**config.mk**
```make
export PLATFORM = sky130hd
export DESIGN_NAME = note_player
export DESIGN_NICKNAME = d
export VERILOG_FILES = /design/src/rtl/note_player_pkg.sv /design/src/rtl/note_player_ms_tick.sv /design/src/rtl/note_player.sv
export SDC_FILE = /design/constraint.sdc
export NUM_CORES = 1
export LEC_CHECK = 0
export ABC_AREA = 1
export BUFFER_PORTS_ARGS = -buffer_cell sky130_fd_sc_hd__buf_4
export CAP_MARGIN = 5
export CORE_UTILIZATION = 40
export CTS_BUF_LIST = sky130_fd_sc_hd__clkbuf_8 sky130_fd_sc_hd__clkbuf_16
export CTS_CLUSTER_SIZE = 28
export DETAILED_ROUTE_END_ITERATION = 7
export GPL_TIMING_DRIVEN = 0
export PLACE_DENSITY = 0.64
export SYNTH_ARGS = -nofsm -noshare
export SYNTH_HDL_FRONTEND = slang
export SYNTH_HIERARCHICAL = 1
export SYNTH_SLANG_ARGS = --single-unit
```
**constraint.sdc**
```tcl
create_clock -name clock_in -period 4.4 [get_ports clock_in]
set_input_delay 0.22 -clock clock_in [delete_from_list [all_inputs] [get_ports clock_in]]
set_output_delay 0.22 -clock clock_in [all_outputs]
set_load 0.01 [all_outputs]
```
**src/rtl/note_player_pkg.sv**
```systemverilog
// Shared note indices, FSM state encoding and the octave-4 tone divisor table
// for a 100 MHz clock.
package note_player_pkg;

    localparam int DIV_W = 28;

    localparam logic [3:0] NOTE_C    = 4'd0;
    localparam logic [3:0] NOTE_CS   = 4'd1;
    localparam logic [3:0] NOTE_D    = 4'd2;
    localparam logic [3:0] NOTE_DS   = 4'd3;
    localparam logic [3:0] NOTE_E    = 4'd4;
    localparam logic [3:0] NOTE_F    = 4'd5;
    localparam logic [3:0] NOTE_FS   = 4'd6;
    localparam logic [3:0] NOTE_G    = 4'd7;
    localparam logic [3:0] NOTE_GS   = 4'd8;
    localparam logic [3:0] NOTE_A    = 4'd9;
    localparam logic [3:0] NOTE_AS   = 4'd10;
    localparam logic [3:0] NOTE_B    = 4'd11;
    localparam logic [3:0] NOTE_REST = 4'd12;

    typedef enum logic {
        ST_IDLE = 1'b0,
        ST_PLAY = 1'b1
    } state_e;

    // Rest indices return 0; the caller keeps the tone path idle for them.
    function automatic logic [DIV_W-1:0] note_div(input logic [3:0] n);
        logic [DIV_W-1:0] d;
        d = '0;
        case (n)
            NOTE_C:  d = 28'd382219;
            NOTE_CS: d = 28'd360776;
            NOTE_D:  d = 28'd340530;
            NOTE_DS: d = 28'd321408;
            NOTE_E:  d = 28'd303370;
            NOTE_F:  d = 28'd286344;
            NOTE_FS: d = 28'd270270;
            NOTE_G:  d = 28'd255102;
            NOTE_GS: d = 28'd240790;
            NOTE_A:  d = 28'd227272;
            NOTE_AS: d = 28'd214519;
            NOTE_B:  d = 28'd202478;
            default: d = '0;
        endcase
        return d;
    endfunction

endpackage

```
**src/rtl/note_player_ms_tick.sv**
```systemverilog
// Millisecond strobe: one-cycle tick every MS_DIV enabled cycles, counter
// cleared whenever the enable drops.
module note_player_ms_tick #(
    parameter int MS_DIV = 100000
) (
    input  logic clock_in,
    input  logic reset,
    input  logic en,
    output logic tick
);
    localparam int W = (MS_DIV > 1) ? $clog2(MS_DIV) : 1;
    localparam logic [W-1:0] LAST = W'(MS_DIV - 1);

    logic [W-1:0] r_cnt;

    always_ff @(posedge clock_in) begin
        if (reset || !en) begin
            r_cnt <= '0;
        end else if (r_cnt == LAST) begin
            r_cnt <= '0;
        end else begin
            r_cnt <= r_cnt + 1'b1;
        end
    end

    assign tick = en && (r_cnt == LAST);

endmodule

```
**src/rtl/note_player.sv**
```systemverilog
// Square-wave note player: plays one semitone/octave for dur_ms milliseconds
// behind a start/ready handshake and pulses done when the duration elapses.
module note_player
    import note_player_pkg::*;
#(
    parameter int CNT_W  = 28,
    parameter int MS_DIV = 100000,
    parameter int DUR_W  = 16,
    parameter int OCT_W  = 2
) (
    input  logic             clock_in,
    input  logic             reset,
    input  logic             start,
    input  logic [3:0]       note_sel,
    input  logic [OCT_W-1:0] octave,
    input  logic [DUR_W-1:0] dur_ms,
    input  logic             stop,
    output logic             ready,
    output logic             done,
    output logic             clock_out
);
    state_e           r_state;
    logic             r_ready;
    logic             r_done;
    logic             r_clk;
    logic             r_rest;
    logic [CNT_W-1:0] r_div;
    logic [CNT_W-1:0] r_cnt;
    logic [DUR_W-1:0] r_remain;

    logic w_tick;
    logic w_finish;

    note_player_ms_tick #(.MS_DIV(MS_DIV)) u_ms_tick (
        .clock_in (clock_in),
        .reset    (reset),
        .en       (r_state == ST_PLAY),
        .tick     (w_tick)
    );

    // Zero remaining covers dur_ms=0; otherwise finish on the tick that empties it.
    assign w_finish = (r_remain == '0) || (w_tick && (r_remain == DUR_W'(1)));

    always_ff @(posedge clock_in) begin
        if (reset) begin
            r_state  <= ST_IDLE;
            r_ready  <= 1'b1;
            r_done   <= 1'b0;
            r_clk    <= 1'b0;
            r_rest   <= 1'b0;
            r_div    <= '0;
            r_cnt    <= '0;
            r_remain <= '0;
        end else if (r_state == ST_IDLE) begin
            r_done <= 1'b0;
            r_clk  <= 1'b0;
            if (start && r_ready) begin
                r_state  <= ST_PLAY;
                r_ready  <= 1'b0;
                r_rest   <= (note_sel >= NOTE_REST);
                r_div    <= CNT_W'(note_div(note_sel) >> octave);
                r_cnt    <= '0;
                r_remain <= dur_ms;
            end else begin
                r_ready <= 1'b1;
            end
        end else begin
            if (stop) begin
                r_state <= ST_IDLE;
                r_ready <= 1'b1;
                r_clk   <= 1'b0;
            end else if (w_finish) begin
                // ready stays low for the done cycle so a start there is ignored.
                r_state <= ST_IDLE;
                r_done  <= 1'b1;
                r_clk   <= 1'b0;
            end else begin
                if (w_tick) begin
                    r_remain <= r_remain - 1'b1;
                end
                if (!r_rest) begin
                    r_clk <= (r_cnt < (r_div >> 1));
                    r_cnt <= (r_cnt >= r_div - 1'b1) ? '0 : r_cnt + 1'b1;
                end
            end
        end
    end

    assign ready     = r_ready;
    assign done      = r_done;
    assign clock_out = r_clk;

endmodule
```
# Word level (Yosys, flattened, before mapping)

Memory sizes are Yosys's and may differ from the RTL's.
Cells that the tools add are included.

Multiplexer cells: 21
Shift operators: 1
$lt $le $gt $ge: 3
Bitwise logic cells: 2
Reductions and logical operators: 15
$add $sub $neg: 4
Equality and inequality tests: 7

Operators with widths:

| operator                                                               | count |
|---|---|
| 28-bit 2-to-1 mux                                                      | 9 |
| 16-bit 2-to-1 mux                                                      | 5 |
| 28-bit by 1-bit adder with 28-bit output, second input constant        | 1 |
| 28-bit >= comparator                                                   | 1 |
| 28-bit by 27-bit less-than comparator with 1-bit output                | 1 |
| 28-bit by 2-bit right shift with 28-bit output                         | 1 |
| 28-bit by 1-bit subtractor with 28-bit output, second input constant   | 1 |
| 17-bit by 1-bit adder with 17-bit output, second input constant        | 1 |
| 17-bit equality test, second input constant                            | 1 |
| 16-bit by 1-bit equality test with 1-bit output, second input constant | 1 |
| 16-bit zero test                                                       | 1 |
| 16-bit by 1-bit subtractor with 16-bit output, second input constant   | 1 |
| 2-bit != test, second input constant                                   | 4 |
| 4-bit AND reduction                                                    | 2 |
| 1-bit 2-to-1 mux                                                       | 7 |
| 4-bit >= comparator, second input constant                             | 1 |
| 2-bit AND reduction                                                    | 2 |
| 2-bit OR reduction                                                     | 2 |
| 4-bit OR reduction                                                     | 1 |
| 1-bit logical AND                                                      | 3 |
| 1-bit logical OR                                                       | 2 |
| 2-bit by 1-bit != test with 1-bit output, second input constant        | 1 |
| 1-bit inverter                                                         | 2 |
| 2-bit nonzero test                                                     | 1 |
| 1-bit zero test                                                        | 1 |

Word-level logic and storage cells: 63
Flip-flop bits (word level): 94
Output and inout bits: 3
Input bits: 26
Memories kept: 1
Bits in read-only memories: 304

Memory list:

| name            | words | bits a word | rd ports | clocked after Yosys merged registers in | write ports | RTL line              | RTL |
|---|---|---|---|---|---|---|---|
| (no name shown) | 16    | 19          | 1        | 0                                       | 0           | note_player_pkg.sv:30 | `case (n)` |

# Depth between registers and ports, before layout

Depth in word-level cells: 7
Gate-level depth with buffers: 25
Depth with buffers taken out: 24

# Cells and area by module

The synthesis kept the hierarchy.

By module, submodules not included:

| module              | cells each | instances | area each (µm²) | sequential area each (µm²) |
|---|---|---|---|---|
| note_player         | 910        | 1         | 5748.0          | 1361.3 |
| note_player_ms_tick | 142        | 1         | 942.2           | 340.3 |

# Worst setup path after synthesis

OpenSTA, ideal clock, no wires.

Path type: reg-to-reg
Start point: register r_div[0]
End point: register r_cnt[26] (netlist name)
Slack: 1477 ps
Required time: 4283 ps
Library setup time: 117 ps
Arrival: 2806 ps
Cell stages (with the launch flop): 25
Cell sequence: dfxtp_1 -> inv_1 -> ha_1 -> inv_1 -> nor2_2 -> inv_1 -> nor2_2 -> inv_1 -> nor2_1 -> nand4_1 -> nor2_2 -> nand3_1 -> o21ai_0 -> inv_1 -> ha_1 -> nand2_1 -> nor2_1 -> nand2_1 -> nor3_1 -> nand2_1 -> nand4_1 -> nand2_4 -> nand2_4 -> buf_6 -> nor2_1

RTL lines:

| element                  | RTL line          | RTL |
|---|---|---|
| start: declaration       | note_player.sv:27 | `logic [CNT_W-1:0] r_div;` |
| start signal: assignment | note_player.sv:61 | `r_div <= CNT_W'(note_div(note_sel) >> octave);` |

==> impl_metrics.json <==
{
  "status": "finished, final reports clean",
  "start_kind": "flip-flop",
  "rows": 46,
  "grt-ovfl-total": 0,
  "tightest_slew_ns": 0.8497,
  "final_common_cell": "nand2_1",
  "synth_xor_area_frac": 0.04320,
  "synth_compound_area_frac": 0.1289,
  "drive_gt1_frac": 0.09132,
  "max_freq_mhz": 273.9,
  "endpoint": "r_cnt[8]",
  "seq_area_frac_synth": 0.2543,
  "syn-num-nets": 1135,
  "synth_top_family_by_area": "simple AND/OR/NAND/NOR gates",
  "drtIter0Drc": 441,
  "synthAdderAreaFrac": 0.1066,
  "die_h_microns": 131.3,
  "netlist-cell-type-count": 48,
  "critPathMaxStageDelay_ns": 0.32,
  "final-hold-violation-count": 0,
  "path_depth": 23,
  "ios": 29,
  "cts_sinks": 85,
  "grt_usage": 0.2026,
  "clock_path_buffers": 2,
  "yosys_warnings": 6,
  "drt-total-wl_microns": 17020,
  "cpLargestDelayFamily": "simple AND/OR/NAND/NOR gates",
  "post_cts_resized": 0,
  "hold_path.class": "input port to flip-flop",
  "timing.final.crit_share": 0.8297,
  "synthMuxAreaShare": 0,
  "diodes": 0,
  "area_delta_synth_final_pct": 11.89,
  "dieArea_sq_um": 17250,
  "cts-root-buf": "clkbuf_16",
  "avgSynthCellArea_sq_um": 6.359,
  "syn_inst": 1052,
  "clkSlewWorstSetupHoldPaths_ns": 0.06,
  "final_nets": 1173,
  "post_cts_buffers": 0,
  "initial_core_util": 0.4151,
  "crit_slowest_cell": "dfxtp_1",
  "worst_slack_ns": 0.7491,
  "rsz0062_at_grt": "false",
  "die_w_microns": 131.3,
  "finalPower_mw": 2.452,
  "core_sq_um": 16120,
  "min_period_ns": 3.651,
  "final_cell_mix": "257 x nand2_1, 150 x nor2_1, 142 x inv_1",
  "vias": 6658,
  "powerDensity_nw_per_um2": 327.5,
  "timing.setup.tns_ns": 0,
  "syn_area_sq_um": 6690,
  "startpoint": "r_div[0]",
  "gp_congestion": 0.9253,
  "clk_latency_ns": 0.35,
  "cp.required_ns": 4.64,
  "p_leak_nw": 3.355,
  "first_global_vias": 5879,
  "fin_worst_skew_ns": 0.01095,
  "cp_max_fo": 10,
  "place_hpwl_microns": 13270,
  "routed_via_density": 5.079,
  "crit_type": "flip-flop to flip-flop",
  "ys_seq_elements": 85,
  "setup_viol": 0,
  "drcViolationCount": 0,
  "r2r-start": "r_div[0]",
  "cts_made_buffers": 9,
  "end_kind": "flip-flop",
  "path_buf_inv": 6,
  "routedWlPerCell_microns": 12.98,
  "htreeDepth": 3,
  "crit_arrival_ns": 3.89,
  "cts_hold_buf": 0,
  "r2r_cells": 23,
  "synth-simple-area-share": 0.3632,
  "antenna_found_initial": 0,
  "pre_cts_slack_ns": 0.7744,
  "grt_max_degree": 16,
  "drv_slew": 0,
  "cp_common_cell": "inv_1",
  "relSlewSlack": 0.4335,
  "grt_pass1_wl_microns": 28520,
  "cp_cell_sequence": "inv_1 > ha_1 > inv_1 > nor2_2 > inv_1 > nor2_2 > inv_1 > nor2_1 > nand2_1 > nor2_1 > xor2_1 > inv_1 > ha_1 > nand2_1 > nor2_1 > nand2_1 > nor3_1 > nand3_1 > nand4_1 > nand2_4 > nand2_4 > buf_6 > nor2_1",
  "r2r-end": "r_cnt[8]",
  "io_buffers": 27,
  "firstDrtPassIters": 5,
  "final_antenna_net_count": 0,
  "drv_cap": 0,
  "cts_tree": "built",
  "rrSetupSlack_ns": 0.75,
  "max-vdd-ir-drop_v": 0.0002028
}
-- routing by layer --
metal | wire length, microns | global-route usage
met1 | 8174 | 0.2746
met2 | 7621 | 0.3277
met3 | 887 | 0.03125
met4 | 333 | 0.06460
met5 | 0 | 0
-- cell families after synthesis --
| group | count (synthesis) |
|---|---|
| xor+xnor | 33 |
| simple gates | 560 |
| flops | 85 |
| buf+inv | 170 |
| compound gates | 147 |
| fa+ha+maj | 57 |
-- cell type report --
cell class / instances / area (sq um)
repair buffers: 27 / 202.7
multi-input cells: 797 / 4294
plain buffers: 24 / 143.9
flip-flops and latches: 85 / 1702
well taps: 216 / 270.3
clock inverters: 7 / 97.59
fillers: 1726 / 8630
inverters: 146 / 550.5
clock buffers: 9 / 225.2
-- report_power, final --
part / switching, mW / leakage (nW) / internal [mW] / total [mW]
Combinational: 0.497 / 2.51 / 0.270 / 0.767
Sequential: 0.0418 / 0.690 / 0.809 / 0.851
Clock: 0.333 / 0.158 / 0.501 / 0.834
Total: 0.872 / 3.35 / 1.58 / 2.45
-- tightest hold or removal path, delay by kind of cell --
family                 cells  cell delay [ns]
buffers and inverters      1             0.08
AND/OR/NAND/NOR            1             0.07
AO/OA/AOI/OAI              1             0.07
-- worst min path at each step --
| stage | cells past startpoint | startpoint | slack (ns) | endpoint |
|---|---|---|---|---|
| floorplan | 2 | dur_ms[1] | 0.37 | r_remain[1] |
| global placement | 2 | r_remain[15] | 0.45 | r_remain[15] |
| detailed placement | 1 | u_ms_tick/r_cnt[0] | 0.46 | u_ms_tick/r_cnt[0] |
| CTS | 3 | dur_ms[1] | 0.13 | r_remain[1] |
| global route | 3 | dur_ms[6] | 0.14 | r_remain[6] |
| finish | 3 | dur_ms[1] | 0.13 | r_remain[1] |
-- cells in the mapped netlist (all sizes together) --
cell,n,share of area
or2,3,0.0028
nand2,263,0.15
dfxtp,85,0.25
nor3,22,0.020
xor2,23,0.030
o22ai,4,0.0037
a21boi,1,0.0011
ha,57,0.11
inv,145,0.082
a21o,3,0.0034
o221ai,11,0.014
nor4,3,0.0028
o21bai,1,0.0011
a21oi,43,0.034
nor3b,1,0.0011
clkinv,1,0.00056
nand4,21,0.020
o31ai,1,0.0011
a31oi,9,0.0084
a22oi,3,0.0034
o21a,1,0.0011
nor2,174,0.11
a211oi,2,0.0030
clkbuf,10,0.0056
and3,1,0.00094
a311o,1,0.0015
o21ai,62,0.046
buf,14,0.016
nand3,72,0.056
o211ai,4,0.0045
a31o,1,0.0013
xnor2,10,0.013
-- registers in the layout, indices dropped and copies added (netlist names) --
name and cells:
clock_out 1, done 1, r_cnt 28, r_div 19, r_remain 16, r_rest 1
r_state 1, ready 1, u_ms_tick/r_cnt 17
-- per-stage QoR --
| step | utilization | instances | hold WS, ns | area [sq um] |
|---|---|---|---|---|
| after floorplan | - | 1052 | 0.3684 | 6690 |
| after global placement | 0.4445 | 1295 | 0.4543 | 7163 |
| after detailed placement | 0.4445 | 1295 | 0.4568 | 7163 |
| after CTS | 0.4645 | 1311 | 0.1300 | 7486 |
| after global routing | 0.4645 | 1311 | 0.1416 | 7486 |
| final | 0.4645 | 1311 | 0.1339 | 7486 |
No activity file was read; power rests on OpenSTA's default activity.
